<file path="src/rtl/hunt_pkg.sv">
// rtl/hunt_pkg.sv - shared types and constants for the hunt-the-bit session sequencer
// Contents:
//   CLOCK_FREQ_HZ   system clock frequency, default tick period source
//   DEFAULT_LIVES   default number of rounds per session
//   session_state_t sequencer state encoding (3 bits, shown on debug LEDs)
package hunt_pkg;

    localparam int CLOCK_FREQ_HZ = 100_000_000;
    localparam int DEFAULT_LIVES = 3;

    typedef enum logic [2:0] {
        IDLE         = 3'd0,
        COUNTDOWN    = 3'd1,
        PLAY         = 3'd2,
        ROUND_END    = 3'd3,
        SESSION_OVER = 3'd4
    } session_state_t;

endpackage

</file>
<file path="src/rtl/hunt_session_ctrl_tick_gen.sv">
// rtl/hunt_session_ctrl_tick_gen.sv - restartable prescaler producing a one-cycle tick
// Ports:
//   clk      system clock
//   rst      synchronous active-high reset
//   restart  clears the prescaler; the next tick is then TickCycles cycles away
//   tick     single-cycle pulse every TickCycles cycles
module tick_gen
    import hunt_pkg::*;
#(
    parameter int TickCycles = CLOCK_FREQ_HZ
) (
    input  logic clk,
    input  logic rst,
    input  logic restart,
    output logic tick
);

    localparam int CntW = (TickCycles > 1) ? $clog2(TickCycles) : 1;
    localparam logic [CntW-1:0] LastCnt = CntW'(TickCycles - 1);

    logic [CntW-1:0] cnt;

    always_ff @(posedge clk) begin
        if (rst || restart) begin
            cnt <= '0;
        end else if (cnt == LastCnt) begin
            cnt <= '0;
        end else begin
            cnt <= cnt + CntW'(1);
        end
    end

    // Decoded from the counter so the tick never combinationally depends on restart.
    assign tick = (cnt == LastCnt);

endmodule

</file>
<file path="src/rtl/hunt_session_ctrl.sv">
// rtl/hunt_session_ctrl.sv - session sequencer: round reset, countdown, lives, score and display select
// Optional build macro: HUNT_SESSION_ATTRACT_EN (IDLE display alternates last total / best each tick)
// Ports:
//   clk, rst        system clock, synchronous active-high reset
//   start_btn       debounced start switch (level, rising edge used in IDLE only)
//   game_lost       core lose-state level (rising edge used in PLAY only)
//   game_points     core's current point count
//   game_rst        registered reset to the game core (low only in PLAY)
//   countdown       remaining countdown ticks, 0 outside COUNTDOWN
//   lives           lives remaining in the session
//   best_points     best completed-session total
//   display_points  value routed to the 7-segment driver
//   show_best       high when display_points is best_points
//   session_state   current state encoding
module hunt_session_ctrl
    import hunt_pkg::*;
#(
    parameter int TickCycles     = CLOCK_FREQ_HZ,
    parameter int NumLives       = DEFAULT_LIVES,
    parameter int CountdownTicks = 3,
    parameter int HoldTicks      = 5,
    parameter int PointsWidth    = 32
) (
    input  logic                   clk,
    input  logic                   rst,
    input  logic                   start_btn,
    input  logic                   game_lost,
    input  logic [PointsWidth-1:0] game_points,
    output logic                   game_rst,
    output logic [3:0]             countdown,
    output logic [2:0]             lives,
    output logic [PointsWidth-1:0] best_points,
    output logic [PointsWidth-1:0] display_points,
    output logic                   show_best,
    output logic [2:0]             session_state
);

    localparam logic [2:0] LivesInit = 3'(NumLives);
    localparam logic [3:0] CdInit    = 4'(CountdownTicks);
    localparam logic [3:0] HoldLast  = 4'(HoldTicks - 1);

    session_state_t         state;
    session_state_t         next_state;
    logic                   start_q;
    logic                   lost_q;
    logic                   start_edge;
    logic                   lost_edge;
    logic                   tick;
    logic                   restart;
    logic [3:0]             hold_cnt;
    logic [PointsWidth-1:0] total;
    logic [PointsWidth-1:0] live_total;

    function automatic logic [PointsWidth-1:0] sat_add(input logic [PointsWidth-1:0] a,
                                                       input logic [PointsWidth-1:0] b);
        logic [PointsWidth:0] s;
        s = {1'b0, a} + {1'b0, b};
        return s[PointsWidth] ? '1 : s[PointsWidth-1:0];
    endfunction

    assign start_edge    = start_btn & ~start_q;
    assign lost_edge     = game_lost & ~lost_q;
    assign live_total    = sat_add(total, game_points);
    assign session_state = state;

    // Prescaler restarts on the same edge the state changes, so every state
    // sees its first tick a full TickCycles after entry.
    assign restart = (next_state != state);

    tick_gen #(
        .TickCycles(TickCycles)
    ) u_tick_gen (
        .clk    (clk),
        .rst    (rst),
        .restart(restart),
        .tick   (tick)
    );

    always_ff @(posedge clk) begin
        if (rst) begin
            state <= IDLE;
        end else begin
            state <= next_state;
        end
    end

    always_comb begin
        next_state = state;
        case (state)
            IDLE: begin
                if (start_edge) next_state = COUNTDOWN;
            end
            COUNTDOWN: begin
                if (tick && countdown == 4'd1) next_state = PLAY;
            end
            PLAY: begin
                if (lost_edge) next_state = ROUND_END;
            end
            ROUND_END: begin
                next_state = (lives == 3'd0) ? SESSION_OVER : COUNTDOWN;
            end
            SESSION_OVER: begin
                if (tick && hold_cnt == HoldLast) next_state = IDLE;
            end
            default: next_state = IDLE;
        endcase
    end

    always_ff @(posedge clk) begin
        if (rst) begin
            start_q     <= 1'b0;
            lost_q      <= 1'b0;
            game_rst    <= 1'b1;
            countdown   <= 4'd0;
            hold_cnt    <= 4'd0;
            lives       <= LivesInit;
            total       <= '0;
            best_points <= '0;
        end else begin
            start_q  <= start_btn;
            lost_q   <= game_lost;
            // Registered from next_state so the core leaves reset on the PLAY entry edge.
            game_rst <= (next_state != PLAY);

            if (next_state == COUNTDOWN) begin
                if (state != COUNTDOWN) begin
                    countdown <= CdInit;
                end else if (tick) begin
                    countdown <= countdown - 4'd1;
                end
            end else begin
                countdown <= 4'd0;
            end

            if (state != SESSION_OVER) begin
                hold_cnt <= 4'd0;
            end else if (tick) begin
                hold_cnt <= hold_cnt + 4'd1;
            end

            case (state)
                IDLE: begin
                    if (start_edge) begin
                        lives <= LivesInit;
                        total <= '0;
                    end
                end
                PLAY: begin
                    if (lost_edge) begin
                        total <= live_total;
                        lives <= lives - 3'd1;
                    end
                end
                ROUND_END: begin
                    // Only the final round of a session can promote its total.
                    if (lives == 3'd0 && total > best_points) begin
                        best_points <= total;
                    end
                end
                default: ;
            endcase
        end
    end

`ifdef HUNT_SESSION_ATTRACT_EN
    logic attract_best;

    // Re-armed to "best" outside IDLE so every IDLE visit opens on the best score.
    always_ff @(posedge clk) begin
        if (rst) begin
            attract_best <= 1'b1;
        end else if (state != IDLE) begin
            attract_best <= 1'b1;
        end else if (tick) begin
            attract_best <= ~attract_best;
        end
    end
`endif

    always_comb begin
        display_points = total;
        show_best      = 1'b0;
        case (state)
            PLAY: begin
                display_points = live_total;
            end
            IDLE: begin
`ifdef HUNT_SESSION_ATTRACT_EN
                if (attract_best) begin
                    display_points = best_points;
                    show_best      = 1'b1;
                end
`else
                display_points = best_points;
                show_best      = 1'b1;
`endif
            end
            default: ;
        endcase
    end

endmodule

</file>
<file path="config.mk">
export PLATFORM = sky130hd
export DESIGN_NAME = hunt_session_ctrl
export DESIGN_NICKNAME = d
export VERILOG_FILES = /design/src/rtl/hunt_pkg.sv /design/src/rtl/hunt_session_ctrl_tick_gen.sv /design/src/rtl/hunt_session_ctrl.sv
export SDC_FILE = /design/constraint.sdc
export NUM_CORES = 1
export LEC_CHECK = 0
export CAP_MARGIN = 20
export CORE_AREA = 3 3 130 132
export CTS_CLUSTER_DIAMETER = 100
export DETAILED_ROUTE_END_ITERATION = 8
export DIE_AREA = 0 0 133 135
export GPL_ROUTABILITY_DRIVEN = 0
export PLACE_DENSITY_LB_ADDON = 0.2
export SLEW_MARGIN = 20
export SYNTH_ARGS = -nofsm -noshare
export SYNTH_HDL_FRONTEND = slang
export SYNTH_HIERARCHICAL = 1
export SYNTH_SLANG_ARGS = --single-unit
</file>
<file path="constraint.sdc">
create_clock -name clk -period 8 [get_ports clk]
set_input_delay 1.2 -clock clk [delete_from_list [all_inputs] [get_ports clk]]
set_output_delay 1.2 -clock clk [all_outputs]
set_load 0.02 [all_outputs]
</file>
==> results of run 1 <==
cells in the mapped netlist (all sizes together) (5+ instances only):
library cell,instances,area share [%]
dfxtp,108,27
xor2,20,2.2
ha,71,11
nand3,29,1.8
and3,9,0.70
nor3,25,1.5
o21a,12,1.1
buf,14,1.1
or4,9,0.84
or2,5,0.39
a21o,47,4.4
nand4,23,2.0
a211oi,17,1.6
nor4b,5,0.54
nor2,56,2.9
nand2b,69,5.3
o211ai,5,0.46
and2,6,0.48
o21bai,5,0.46
nor2b,9,0.70
nand2,79,3.8
xnor2,19,2.1
inv,45,2.1
a21oi,74,4.6
o31ai,10,1.1
a31oi,12,0.93
clkbuf,40,2.0
o21ai,93,5.8
or3,10,0.77
mux2i,39,4.8
where the power goes:
| group | total (mW) | switching [mW] | internal [mW] |
|---|---|---|---|
| Clock | 0.501 | 0.215 | 0.286 |
| Sequential | 0.544 | 0.00386 | 0.540 |
| Combinational | 0.114 | 0.0658 | 0.0481 |
| Total | 1.16 | 0.285 | 0.875 |
routing by layer:
metal	up-vias	share of wire [%]	global-route usage, %
met1	3578	45	32.0
met3	37	6.2	4.88
met2	254	46	40.3
li1	3822	-	-
met4	0	2.3	7.91
met5	-	0	0
worst max path at each step:
stage / slack (ps) / cells past startpoint / startpoint / to
after floorplan: 3200 / 10 / game_points[11] / display_points[29]
after global placement: 1650 / 13 / game_points[0] / display_points[22]
after detailed placement: 1590 / 13 / game_points[0] / display_points[22]
after CTS: 1570 / 12 / game_points[0] / display_points[23]
after global routing: 1260 / 12 / game_points[0] / display_points[20]
final: 1480 / 12 / game_points[0] / display_points[23]
sequential cells by signal, indices dropped and copies added, names as in the netlist:
| register | cells |
|---|---|
| total | 32 |
| game_rst | 1 |
| start_q | 1 |
| u_tick_gen/cnt | 27 |
| lost_q | 1 |
| best_points | 32 |
| lives | 3 |
| hold_cnt | 4 |
| session_state | 3 |
| countdown | 4 |
final cells by class:
cell class / count / area [um2]
clock buffers: 10 / 239
clock inverters: 6 / 93.8
fillers: 1472 / 6230
inverters: 45 / 169
multi-input cells: 806 / 5510
flip-flops and latches: 108 / 2160
well taps: 216 / 270
repair buffers: 117 / 1150
cells by family (layout without fill, tap and decap cells):
logic type      count (synthesis)  in the layout  synth area share [%]
mux                            41             41                  5.11
compound gates                305            305                  24.0
xor+xnor                       39             39                  4.23
simple gates                  349            349                  23.5
flops                         108            108                  26.8
buf+inv                        99            178                  5.17
fa+ha+maj                      72             72                  11.2
critical path, stage by stage:
cell,delay [ps]
clkdlybuf4s50_1,470
ha_1,180
fa_1,300
a211oi_1,130
o211a_1,290
o22ai_1,420
a2111oi_4,170
o31ai_4,890
buf_4,310
a21oi_1,60
o21ai_0,240
clkdlybuf4s50_1,650
stage by stage:
stage	utilization (%)	hold slack, ps
after CTS	60.6	488
after floorplan	-	456
after detailed placement	58.5	476
after global routing	60.6	517
after global placement	58.5	476
final	60.6	487
==> impl_metrics.ini, run 1 <==
[pwr]
power.leakage_nw = 3.84
ir_drop_mv = 0.107
power_mw = 1.16
power_density_nw_per_um2 = 121

[setup_path]
reg2reg_slack_ps = 4090
r2r-end = u_tick_gen/cnt[7]
crit_required_ps = 6800
reg2reg_from = u_tick_gen/cnt[0]
endpoint_kind = output pin
cp_max_fo = 19
cp_data_arrival_time_ps = 5320
cp-start-kind = input pin
crit_type = in2out
reg2regPathDepth = 14

[clocking]
cts.sinks = 108
numCtsBuffers = 9
hold_buffers = 0
cts_buffer_depth = 2
post_cts_resized = 0
clk_latency_ps = 360
cts_htree_levels = 3
clkTransAtPathRegs_ps = 70
cts-root-buf = clkbuf_16
cts_setup_buffers = 0
cts_tree = done

[detailed_routing]
antenna_left = 0
wire_per_inst_um = 16.9
drt-pass1-iter-count = 5
viasPerCell = 5.88
num_vias = 7691
drt_iter0_drc = 424
drc = 0
wl_mm = 22.1

[synth]
yosysWarnings = 6
avgSynthCellArea_um2 = 7.97
synth-async-reset-ratio_pct = 0
synth_edf_count = 0
ys_ff_latch = 108
synth_ff_type = dfxtp_1
syn_inst = 1013
synth_area_um2 = 8080
ys_types = 73
syn-num-nets = 1121
synth_seq_area_share_pct = 26.8

[cells_and_area]
drive_gt1_share_pct = 4.76
instances_no_fill = 1308
syn2layout_area_growth_pct = 18.8
layout_commonest_cell = clkdlybuf4s50_1
n_antenna_cell = 0
final_cell_mix = clkdlybuf4s50_1, dfxtp_1, o21ai_0
layout.nets = 1195
fin_area_um2 = 9600

[grt]
grt_max_degree = 78
globalRouteTotalUtil_pct = 24.4
grt_overflow = 0
antenna_found_initial = 0
grt_pass1_wl_mm = 35.9
grt_pass1_vias = 7135

[worst_hold_path]
hold_end = u_tick_gen/cnt[26]
hp-class = reg2reg
whs_path_depth = 2
min_from = u_tick_gen/cnt[26]

[sta]
rsz0062_at_grt = false
slew_headroom_pct = 31.6
fmax_mhz = 153
finalMaxSlewViolations = 0
hold_viol_final = 0
setup_violations = 0
period_needed_ps = 6520
tightest_slew_ps = 1030
finClkSkew_ps = 9.54
worst_slack_ps = 1480
setup_tns_ps = 0
period_share_pct = 81.5

[die]
die_h_um = 135
io_pins = 112
initial_utilization_pct = 51.0
dieArea_um2 = 18000
coreArea_um2 = 15800
rows = 46
fp.dieW_um = 133

[placed_design]
dp_slack_ps = 1590
hpwl_mm = 16.5
postPlaceCellArea_um2 = 9270
numPortBuffers = 111
numPlacedInstances = 1292

[run_status]
status = finished clean

[run]
max_cap_violations = 0
Note: power is estimated with default switching activity, not from simulation.
==> inputs of run 2 (changes only) <==
Clock period 8 ns to 5.74 ns, I/O delays scaled along.
==> run 2 against run 1 <==
Global-route usage down 0.18 points; critical path depth up 1; highest routed layer unchanged; clock skew down 2.3 ps; critical endpoint is now display_points[12]; worst setup slack worse by 1200 ps; combinational power up 39%; worst hold slack better by 4.0 ps.
==> impl_metrics.ini, run 2 (same netlist as run 1, synthesis figures left out) <==
[grt]
antenna_found_initial = 0
grt_overflow = 0
grt_max_degree = 78
grt_pass1_wl_mm = 35.6
globalRouteTotalUtil_pct = 24.2
grt_pass1_vias = 7118

[cells_and_area]
drive_gt1_share_pct = 4.94
instances_no_fill = 1310
n_antenna_cell = 0
layout_commonest_cell = clkdlybuf4s50_1
largest_registers = best_points x32, total x32, u_tick_gen/cnt x27
fin_area_um2 = 9630
syn2layout_area_growth_pct = 19.2
layout.nets = 1198
final_cell_mix = clkdlybuf4s50_1, dfxtp_1, o21ai_0
nFillCells = 1475

[detailed_routing]
drc = 0
route.met2.wl_mm = 10.2
drt-pass1-iter-count = 5
met3_length_mm = 1.23
top_layer = met4
viasPerCell = 5.81
wire_per_inst_um = 17.0
wl_mm = 22.2
drt-met1-wl_mm = 10.1
antenna_left = 0
num_vias = 7614
drt_iter0_drc = 472

[sta]
worst_slack_ps = 231
finClkSkew_ps = 7.21
hold_viol_final = 0
period_needed_ps = 5510
rsz0062_at_grt = false
fmax_mhz = 182
period_share_pct = 96.0
finalHoldWorstSlack_ps = 490
setup_violations = 0
finalMaxSlewViolations = 0
tightest_slew_ps = 1020
slew_headroom_pct = 31.7
setup_tns_ps = 0

[pwr]
power.leakage_nw = 3.86
power_density_nw_per_um2 = 167
ir_drop_mv = 0.153

[clocking]
post_cts_resized = 0
hold_buffers = 0
cts_tree = done
cts_buffer_depth = 2
cts_setup_buffers = 0
clkTransAtPathRegs_ps = 70
cts_htree_levels = 3
cts-root-buf = clkbuf_16
numCtsBuffers = 9
cts.sinks = 108
clk_latency_ps = 360

[placed_design]
dp_slack_ps = 313
numPlacedInstances = 1295
postPlaceCellArea_um2 = 9300
hpwl_mm = 16.6
numPortBuffers = 111

[setup_path]
cp_max_fo = 26
crit_required_ps = 4880
crit_path_top_delay_cell = clkdlybuf4s50_1
cpMostUsedCell = clkdlybuf4s50_1
endpoint_kind = output pin
critPathMaxStageDelay_ps = 530
cp_cell_sequence = clkdlybuf4s50_1, ha_1, fa_1, a211oi_1, o211a_1, o22ai_1, a2111oi_4, o31ai_4, buf_12, nor2_1, a21oi_1, mux2_2, clkdlybuf4s50_1
reg2reg_slack_ps = 1740
cp-start-kind = input pin
crit_type = in2out
cp_data_arrival_time_ps = 4650

[die]
dieArea_um2 = 18000
coreArea_um2 = 15800
io_pins = 112
initial_utilization_pct = 51.0
die_h_um = 135
fp.dieW_um = 133
rows = 46

[worst_hold_path]
hp-class = reg2reg

[run_status]
status = finished clean

[run]
max_cap_violations = 0
[run 2: changes by cell type in the layout (fill, tap and decap cells not counted), sizes merged]
cell / delta
inv: -2
buf: +3
clkbuf: +1
[run 2: path summary, 6_finish.rpt]
check / endpoint / start / depth (start not counted)
worst max-delay path: display_points[12] / game_points[0] / 13
worst min-delay path: best_points[31] / best_points[31] / 2
worst max register to register: u_tick_gen/cnt[7] / u_tick_gen/cnt[0] / 14
worst min register to register: best_points[31] / best_points[31] / 2
[run 2: metal layers]
metal	vias up	global-route usage (%)
met5	-	0
met4	0	7.56
met3	51	4.88
met2	238	40.4
met1	3485	31.6
li1	3840	-
[run 2: cell type report]
cell class              instances  area, um2  share of cell area [%]
clock buffers                  11        253                    2.63
clock inverters                 4       72.6                   0.754
inverters                      45        169                    1.75
multi-input cells             806       5510                    57.3
flip-flops and latches        108       2160                    22.5
well taps                     216        270                    2.81
repair buffers                120       1190                    12.3
[run 2: per-stage QoR]
step / util, % / power [mW]
2_1_floorplan: - / 0.875
3_3_place_gp: 58.8 / 0.932
3_5_place_dp: 58.8 / 0.933
4_1_cts: 60.8 / 1.62
5_1_grt: 60.8 / 1.66
6_report: 60.8 / 1.61
[run 2: where the power goes]
group	total [mW]	switching, mW	internal [mW]
clock	0.691	0.287	0.403
combinational	0.158	0.0906	0.0673
sequential	0.759	0.00575	0.753
[run 2: critical path: cells and delay by family]
| family | cells | cell delay, ps |
|---|---|---|
| buf+inv | 3 | 1140 |
| simple gates | 1 | 160 |
| mux | 1 | 270 |
| compound gates | 6 | 1480 |
| fa+ha+maj | 2 | 720 |
==> inputs of run 3 (changes only) <==
Settings changed: CORE_AREA 3 3 130 132 to 2 2 129 131, DIE_AREA 0 0 133 135 to 0 0 131 133.
==> run 3 against run 2 <==
Combinational power is essentially flat; register-to-register slack is essentially flat; total power shrank 0.44%; utilization shrank 1.2 points; via count grew 1.5%; global-route usage grew 1.1 points; first-iteration DRC count shrank 5.3%; critical path depth is the same; fmax grew 0.16%; wire length shrank 1.9%; die area shrank 3.0%; flip-flop and latch count is the same; critical endpoint unchanged; largest cell class unchanged.
==> impl_metrics.ini, run 3 (same netlist as run 1, synthesis figures left out) <==
[die]
initial_utilization_pct = 49.9
rows = 47
coreArea_um2 = 16200
fp.dieW_um = 131
dieArea_um2 = 17400
die_h_um = 133
io_pins = 112

[cells_and_area]
final_cell_mix = clkdlybuf4s50_1, dfxtp_1, o21ai_0
syn2layout_area_growth_pct = 19.3
layout.nets = 1199
fin_area_um2 = 9640
largest_registers = best_points x32, total x32, u_tick_gen/cnt x27
drive_gt1_share_pct = 5.11
n_antenna_cell = 0
layout_commonest_cell = clkdlybuf4s50_1

[placed_design]
hpwl_mm = 16.2
numPortBuffers = 111
postPlaceCellArea_um2 = 9320
dp_slack_ps = 343

[clocking]
clkTransAtPathRegs_ps = 70
numCtsBuffers = 9
hold_buffers = 0
clk_latency_ps = 360
cts_setup_buffers = 0
cts_htree_levels = 3
post_cts_resized = 0
cts.sinks = 108
cts_buffer_depth = 2
cts-root-buf = clkbuf_16
cts_tree = done

[setup_path]
path_buf_inv = 3
cp_max_fo = 26
r2r-end = u_tick_gen/cnt[7]
crit_type = in2out
cp-start-kind = input pin
cp-startpoint = game_points[0]
cp_cell_sequence = clkdlybuf4s50_1, ha_1, fa_1, a211oi_1, o211a_1, o22ai_1, a2111oi_4, o31ai_4, buf_12, nor2_1, a21oi_1, mux2_2, clkdlybuf4s50_1
reg2reg_from = u_tick_gen/cnt[0]
cp_top_family = compound AO/OA/AOI/OAI gates
cp_data_arrival_time_ps = 4640
crit_path_top_delay_cell = clkdlybuf4s50_1
cpMostUsedCell = clkdlybuf4s50_1
reg2regPathDepth = 14
crit_required_ps = 4880
reg2reg_slack_ps = 1730
setup.worst_path.end = display_points[12]
critPathMaxStageDelay_ps = 540
cp.depth = 13
endpoint_kind = output pin

[detailed_routing]
viasPerCell = 5.87
drc = 0
num_vias = 7728
wire_per_inst_um = 16.6
antenna_left = 0
drt_iter0_drc = 447
wl_mm = 21.8
drt-pass1-iter-count = 5

[grt]
antenna_found_initial = 0
globalRouteTotalUtil_pct = 25.3
grt_overflow = 0
grt_max_degree = 78
grt_pass1_wl_mm = 35.3
grt_pass1_vias = 7081

[pwr]
power.leakage_nw = 3.86
power_density_nw_per_um2 = 166
ir_drop_mv = 0.129
power_mw = 1.60

[sta]
period_needed_ps = 5500
fmax_mhz = 182
rsz0062_at_grt = false
finalMaxSlewViolations = 0
period_share_pct = 95.8
tightest_slew_ps = 991
worst_slack_ps = 240
setup_tns_ps = 0
setup_violations = 0
hold_viol_final = 0
finClkSkew_ps = 8.03
slew_headroom_pct = 33.9

[worst_hold_path]
hp-class = reg2reg

[run_status]
status = finished clean

[run]
max_cap_violations = 0
-- run 3: cell types whose count changed in the layout (fill, tap and decap cells not counted), sizes merged --
cell / delta
inv: +2
clkbuf: -1
clkinvlp: -1
clkinv: +1
buf: +1
-- run 3: layout make-up --
| type | instances | area, um2 |
|---|---|---|
| inverters | 45 | 169 |
| well taps | 220 | 275 |
| flip-flops and latches | 108 | 2160 |
| clock inverters | 6 | 95.1 |
| multi-input cells | 806 | 5510 |
| fillers | 1488 | 6530 |
| repair buffers | 121 | 1190 |
| clock buffers | 10 | 229 |
-- run 3: tightest hold or removal path, cell delays in order (launching register included) --
cell	delay, ps
dfxtp_1	320
nand2b_1	70
mux2i_1	50
-- run 3: metal layers --
metal | vias to the layer above | global-route usage (%) | part of all wire [%]
met5 | - | 0 | 0
met1 | 3609 | 33.9 | 45
li1 | 3828 | - | -
met2 | 245 | 40.8 | 46
met4 | 0 | 8.57 | 3.1
met3 | 46 | 4.65 | 5.4
-- run 3: power by group --
part / internal, mW / switching, mW
sequential: 0.753 / 0.00589
clock: 0.388 / 0.296
combinational: 0.0673 / 0.0904
-- run 3: metrics by stage --
stage | cells | hold slack [ps] | utilization (%)
after CTS | 1316 | 494 | 59.6
after floorplan | 1013 | 456 | -
after global placement | 1300 | 471 | 57.6
after global routing | 1316 | 526 | 59.6
after detailed placement | 1300 | 482 | 57.6
final | 1316 | 488 | 59.6
-- run 3: how the worst min path moves through the flow --
stage | from | to | slack [ps] | cells after the start
after floorplan | u_tick_gen/cnt[26] | u_tick_gen/cnt[26] | 460 | 2
after global placement | u_tick_gen/cnt[26] | u_tick_gen/cnt[26] | 470 | 2
after detailed placement | best_points[15] | best_points[15] | 480 | 2
after CTS | best_points[1] | best_points[1] | 490 | 2
after global routing | best_points[1] | best_points[1] | 530 | 2
final | best_points[1] | best_points[1] | 490 | 2
==> RTL edit 1, RTL diff (settings of run 3) <==
Register the inputs `start_btn`, `game_lost` and `game_points` before use, with the module's reset. The logic sees them one clock later.
--- a/src/rtl/hunt_session_ctrl.sv
+++ b/src/rtl/hunt_session_ctrl.sv
@@ -39,6 +39,22 @@
     localparam logic [3:0] CdInit    = 4'(CountdownTicks);
     localparam logic [3:0] HoldLast  = 4'(HoldTicks - 1);
 
+    logic start_btn_q;
+    logic game_lost_q;
+    logic [PointsWidth-1:0] game_points_q;
+
+    always_ff @(posedge clk) begin
+        if (rst) begin
+            start_btn_q   <= '0;
+            game_lost_q   <= '0;
+            game_points_q <= '0;
+        end else begin
+            start_btn_q   <= start_btn;
+            game_lost_q   <= game_lost;
+            game_points_q <= game_points;
+        end
+    end
+
     session_state_t         state;
     session_state_t         next_state;
     logic                   start_q;
@@ -58,9 +74,9 @@
         return s[PointsWidth] ? '1 : s[PointsWidth-1:0];
     endfunction
 
-    assign start_edge    = start_btn & ~start_q;
-    assign lost_edge     = game_lost & ~lost_q;
-    assign live_total    = sat_add(total, game_points);
+    assign start_edge    = start_btn_q & ~start_q;
+    assign lost_edge     = game_lost_q & ~lost_q;
+    assign live_total    = sat_add(total, game_points_q);
     assign session_state = state;
 
     // Prescaler restarts on the same edge the state changes, so every state
@@ -117,8 +133,8 @@
             total       <= '0;
             best_points <= '0;
         end else begin
-            start_q  <= start_btn;
-            lost_q   <= game_lost;
+            start_q  <= start_btn_q;
+            lost_q   <= game_lost_q;
             // Registered from next_state so the core leaves reset on the PLAY entry edge.
             game_rst <= (next_state != PLAY);
 
Formal check against the unedited RTL: not equivalent (a bounded check fails within 4 cycles, from zero or initial values and one cycle with rst high).
==> RTL edit 1 against run 3 <==
Sequential cell count increased by 34. Total power increased by 45%. Sequential share of layout area increased by 3.9 points. Clock power increased by 70%. Wire length increased by 10%. Design area increased by 12%. Setup slack improved by 0.45 ns. Synthesized area increased by 11%. Non-clock buffer count decreased by 3. Critical path type is now register to primary output.
==> RTL edit 1: results (changes against run 3) <==
metric,value,unit,change
outcome,"complete, no violations",,
hold_depth,1,,-1
p_leak,4.352,nW,+13%
syn_inst,1085,,+7.1%
cp.arrival,4.19,ns,-0.45 ns
worstPathMaxFanout,8,,-69%
pre_cts_slack,1.169,ns,+0.8264 ns
drive_gt1_frac,0.05872,,+0.007629
seq_area_frac_synth,0.3164,,+0.04869
critPathLaunch,total[0],,
synth_nets,1193,,+6.4%
slowest_delay,0.62,ns,+0.08 ns
reg.largest.list,"best_points (32), game_points_q (32), total (32)",,
clkLatencyLatePin,0.43,ns,+0.07 ns
hold_path_end,start_q,,
via_count,8260,,+6.9%
power.switching,0.5322,mW,+36%
track_usage,0.2822,,+0.02896
r2r_slack,2.04,ns,+0.31 ns
avgRoutedWirePerCell,17.23,um,+4.1%
fin_nets,1272,,+6.1%
skew,0.01131,ns,+0.003274 ns
grt_start_max_net_pins,112,,+44%
post-place-cells,1365,,+5.0%
crit_end,display_points[25],,
ys_top_cells_by_count,"142 x dfxtp_1, 92 x o21ai_0, 78 x nand2_1",,
hpwlAfterDp,16730,um,+3.1%
-- RTL edit 1: cell count changes after synthesis, sizes merged --
cell | before | now
clkbuf | 40 | 44
nor2b | 9 | 43
dfxtp | 108 | 142
-- RTL edit 1: area by class of cell --
class | instances | area, sq um | share of cell area
Sequential cell | 142 | 2844 | 0.2636
Tap cell | 220 | 275.3 | 0.02551
Clock buffer | 21 | 480.5 | 0.04453
Timing Repair Buffer | 118 | 1161 | 0.1076
Inverter | 45 | 168.9 | 0.01565
Clock inverter | 9 | 132.6 | 0.01229
Multi-Input combinational cell | 840 | 5728 | 0.5308
-- RTL edit 1: worst reg2reg max path, stage by stage, from the launching register on --
cell      delay, ns
dfxtp_1        0.39
ha_1           0.24
and3_1         0.34
nand2_4        0.19
nor4_4         0.68
nand4b_1       0.17
a21oi_1        0.34
o21a_1         0.15
o21ai_0        0.06
nand3_1        0.17
or2_2          0.49
nor4_1         0.12
a31oi_1        0.15
o21ai_0        0.10
-- RTL edit 1: metal layers --
layer  track usage  up-vias  share of wire
li1              -     4042              -
met5             0        -              0
met2        0.4467      246           0.47
met1        0.3829     3930           0.45
met4       0.09574        0          0.022
met3       0.05580       42          0.054
-- RTL edit 1: cell families after synthesis --
logic type	share of synthesized area
multiplexers	0.04595
flip-flops	0.3164
adder cells (fa/ha/maj)	0.1011
XOR/XNOR	0.03802
AND/OR/NAND/NOR	0.2351
AO/OA/AOI/OAI	0.2153
buffers and inverters	0.04818
-- RTL edit 1: power groups by stage --
stage,Sequential (mW),Combinational [mW],Clock (mW)
floorplan,1.03,0.0970,0
global placement,1.04,0.152,0
detailed placement,1.04,0.153,0
CTS,1.02,0.154,1.17
global route,1.02,0.170,1.21
finish,1.02,0.155,1.16
==> RTL edit 2, RTL diff (settings of run 3) <==
Without the edit above. Build with the macro `HUNT_SESSION_ATTRACT_EN` defined.
--- a/src/rtl/hunt_session_ctrl.sv
+++ b/src/rtl/hunt_session_ctrl.sv
@@ -12,6 +12,8 @@
 //   display_points  value routed to the 7-segment driver
 //   show_best       high when display_points is best_points
 //   session_state   current state encoding
+`define HUNT_SESSION_ATTRACT_EN
+
 module hunt_session_ctrl
     import hunt_pkg::*;
 #(
Check against the original RTL: no difference found for any inputs over 10 cycles, from zero or initial values and one cycle with rst high; that may be too few to reach the edited logic, so the function may still have changed.
==> RTL edit 2 against run 3 <==
Die area unchanged. Sequential cell count up 1. Hold slack better by 0.0047 ns. Synthesized cell count down 4.0%. Design area down 2.7%. Utilization down 1.6 points. Critical path depth down 3. Combinational power up 7%. Wire length up 7.9%. Synthesized area down 2.5%. Setup slack better by 0.18 ns. Total power down 2.9%. Clock power down 9.2%. Largest cell class unchanged.
==> RTL edit 2: results (changes against run 3) <==
metric,value,unit,change
first_global_vias,7201,,+1.7%
track_usage,0.2701,,+0.01682
skew,0.01008,ns,+0.002048 ns
worstPathMaxFanout,31,,+19%
synth-xor-area-share,0.04895,,+0.006658
ys_top_cells_by_count,"109 x dfxtp_1, 92 x nor2_1, 89 x nand2_1",,
post-place-cells,1263,,-2.8%
fmax,0.1878,GHz,+3.3%
fin_nets,1163,,-3.0%
buf_share,0.1276,,+0.003721
vias_per_cell,6.006,,+2.3%
avgRoutedWirePerCell,18.37,um,+11%
worstRegToRegCells,13,,-1
post-route-util,0.5799,,-0.01617
p_leak,3.613,nW,-6.5%
synth-compound-area-share,0.2478,,+0.008271
relSlewSlack,0.3747,,+0.03543
clkbuf_count,11,,+1
pre_cts_slack,0.4124,ns,+0.06944 ns
seq_area_frac_synth,0.2772,,+0.009478
placed_area,0.009086,sq mm,-2.5%
synth_fa_ha_area_frac,0.1154,,+0.002914
buffers,122,,+0.83%
drtIter0Drc,624,,+40%
hpwlAfterDp,17090,um,+5.3%
slowest_delay,0.76,ns,+0.22 ns
outcome,"complete, no violations",,
ys_seq_elements,109,,+0.93%
r2r_slack,2.16,ns,+0.43 ns
cp.arrival,4.46,ns,-0.18 ns
grt_start_max_net_pins,49,,-37%
drive_gt1_frac,0.05660,,+0.005509
yosys-top-cells-area,"dfxtp_1 28%, ha_1 11%, mux2i_1 4.5%",,
synth_nets,1080,,-3.7%
critPathLaunch,game_points[22],,
cp_slowest_cell,a31o_2,,
-- RTL edit 2: cell types whose count changed in the layout (fill, tap and decap cells not counted), moves of 12 or more --
| cell | before | now |
|---|---|---|
| nand2b_1 | 69 | 7 |
| o21ai_1 | 1 | 50 |
| a21oi_1 | 71 | 55 |
| a21o_1 | 47 | 30 |
| nor3_1 | 25 | 13 |
| a32oi_1 | 1 | 14 |
| o21ai_0 | 92 | 30 |
| nor2_1 | 48 | 90 |
-- RTL edit 2: routing by layer --
metal  part of all wire  track usage  vias up
li1                   -            -     3731
met5                  0            0        -
met2               0.45       0.4243      309
met3              0.064      0.03963       48
met1               0.46       0.3723     3600
met4              0.029       0.1028        0
-- RTL edit 2: how the worst min path moves through the flow --
stage	start	to	slack (ns)	cells after the start
2_1_floorplan	u_tick_gen/cnt[26]	u_tick_gen/cnt[26]	0.46	2
3_3_place_gp	u_tick_gen/cnt[26]	u_tick_gen/cnt[26]	0.47	2
3_5_place_dp	u_tick_gen/cnt[26]	u_tick_gen/cnt[26]	0.48	2
4_1_cts	u_tick_gen/cnt[26]	u_tick_gen/cnt[26]	0.49	2
5_1_grt	u_tick_gen/cnt[26]	u_tick_gen/cnt[26]	0.51	2
6_report	u_tick_gen/cnt[26]	u_tick_gen/cnt[26]	0.49	2
-- RTL edit 2: report_power, final --
part	switching, mW	leakage, nW	internal, mW
sequential	0.00527	0.879	0.760
combinational	0.106	2.61	0.0639
clock	0.319	0.128	0.301
-- RTL edit 2: worst max-delay path, delay by kind of cell --
kind | cells | cell delay, ns
buf+inv | 2 | 1.06
fa+ha+maj | 1 | 0.44
compound gates | 4 | 1.35
simple gates | 3 | 0.73
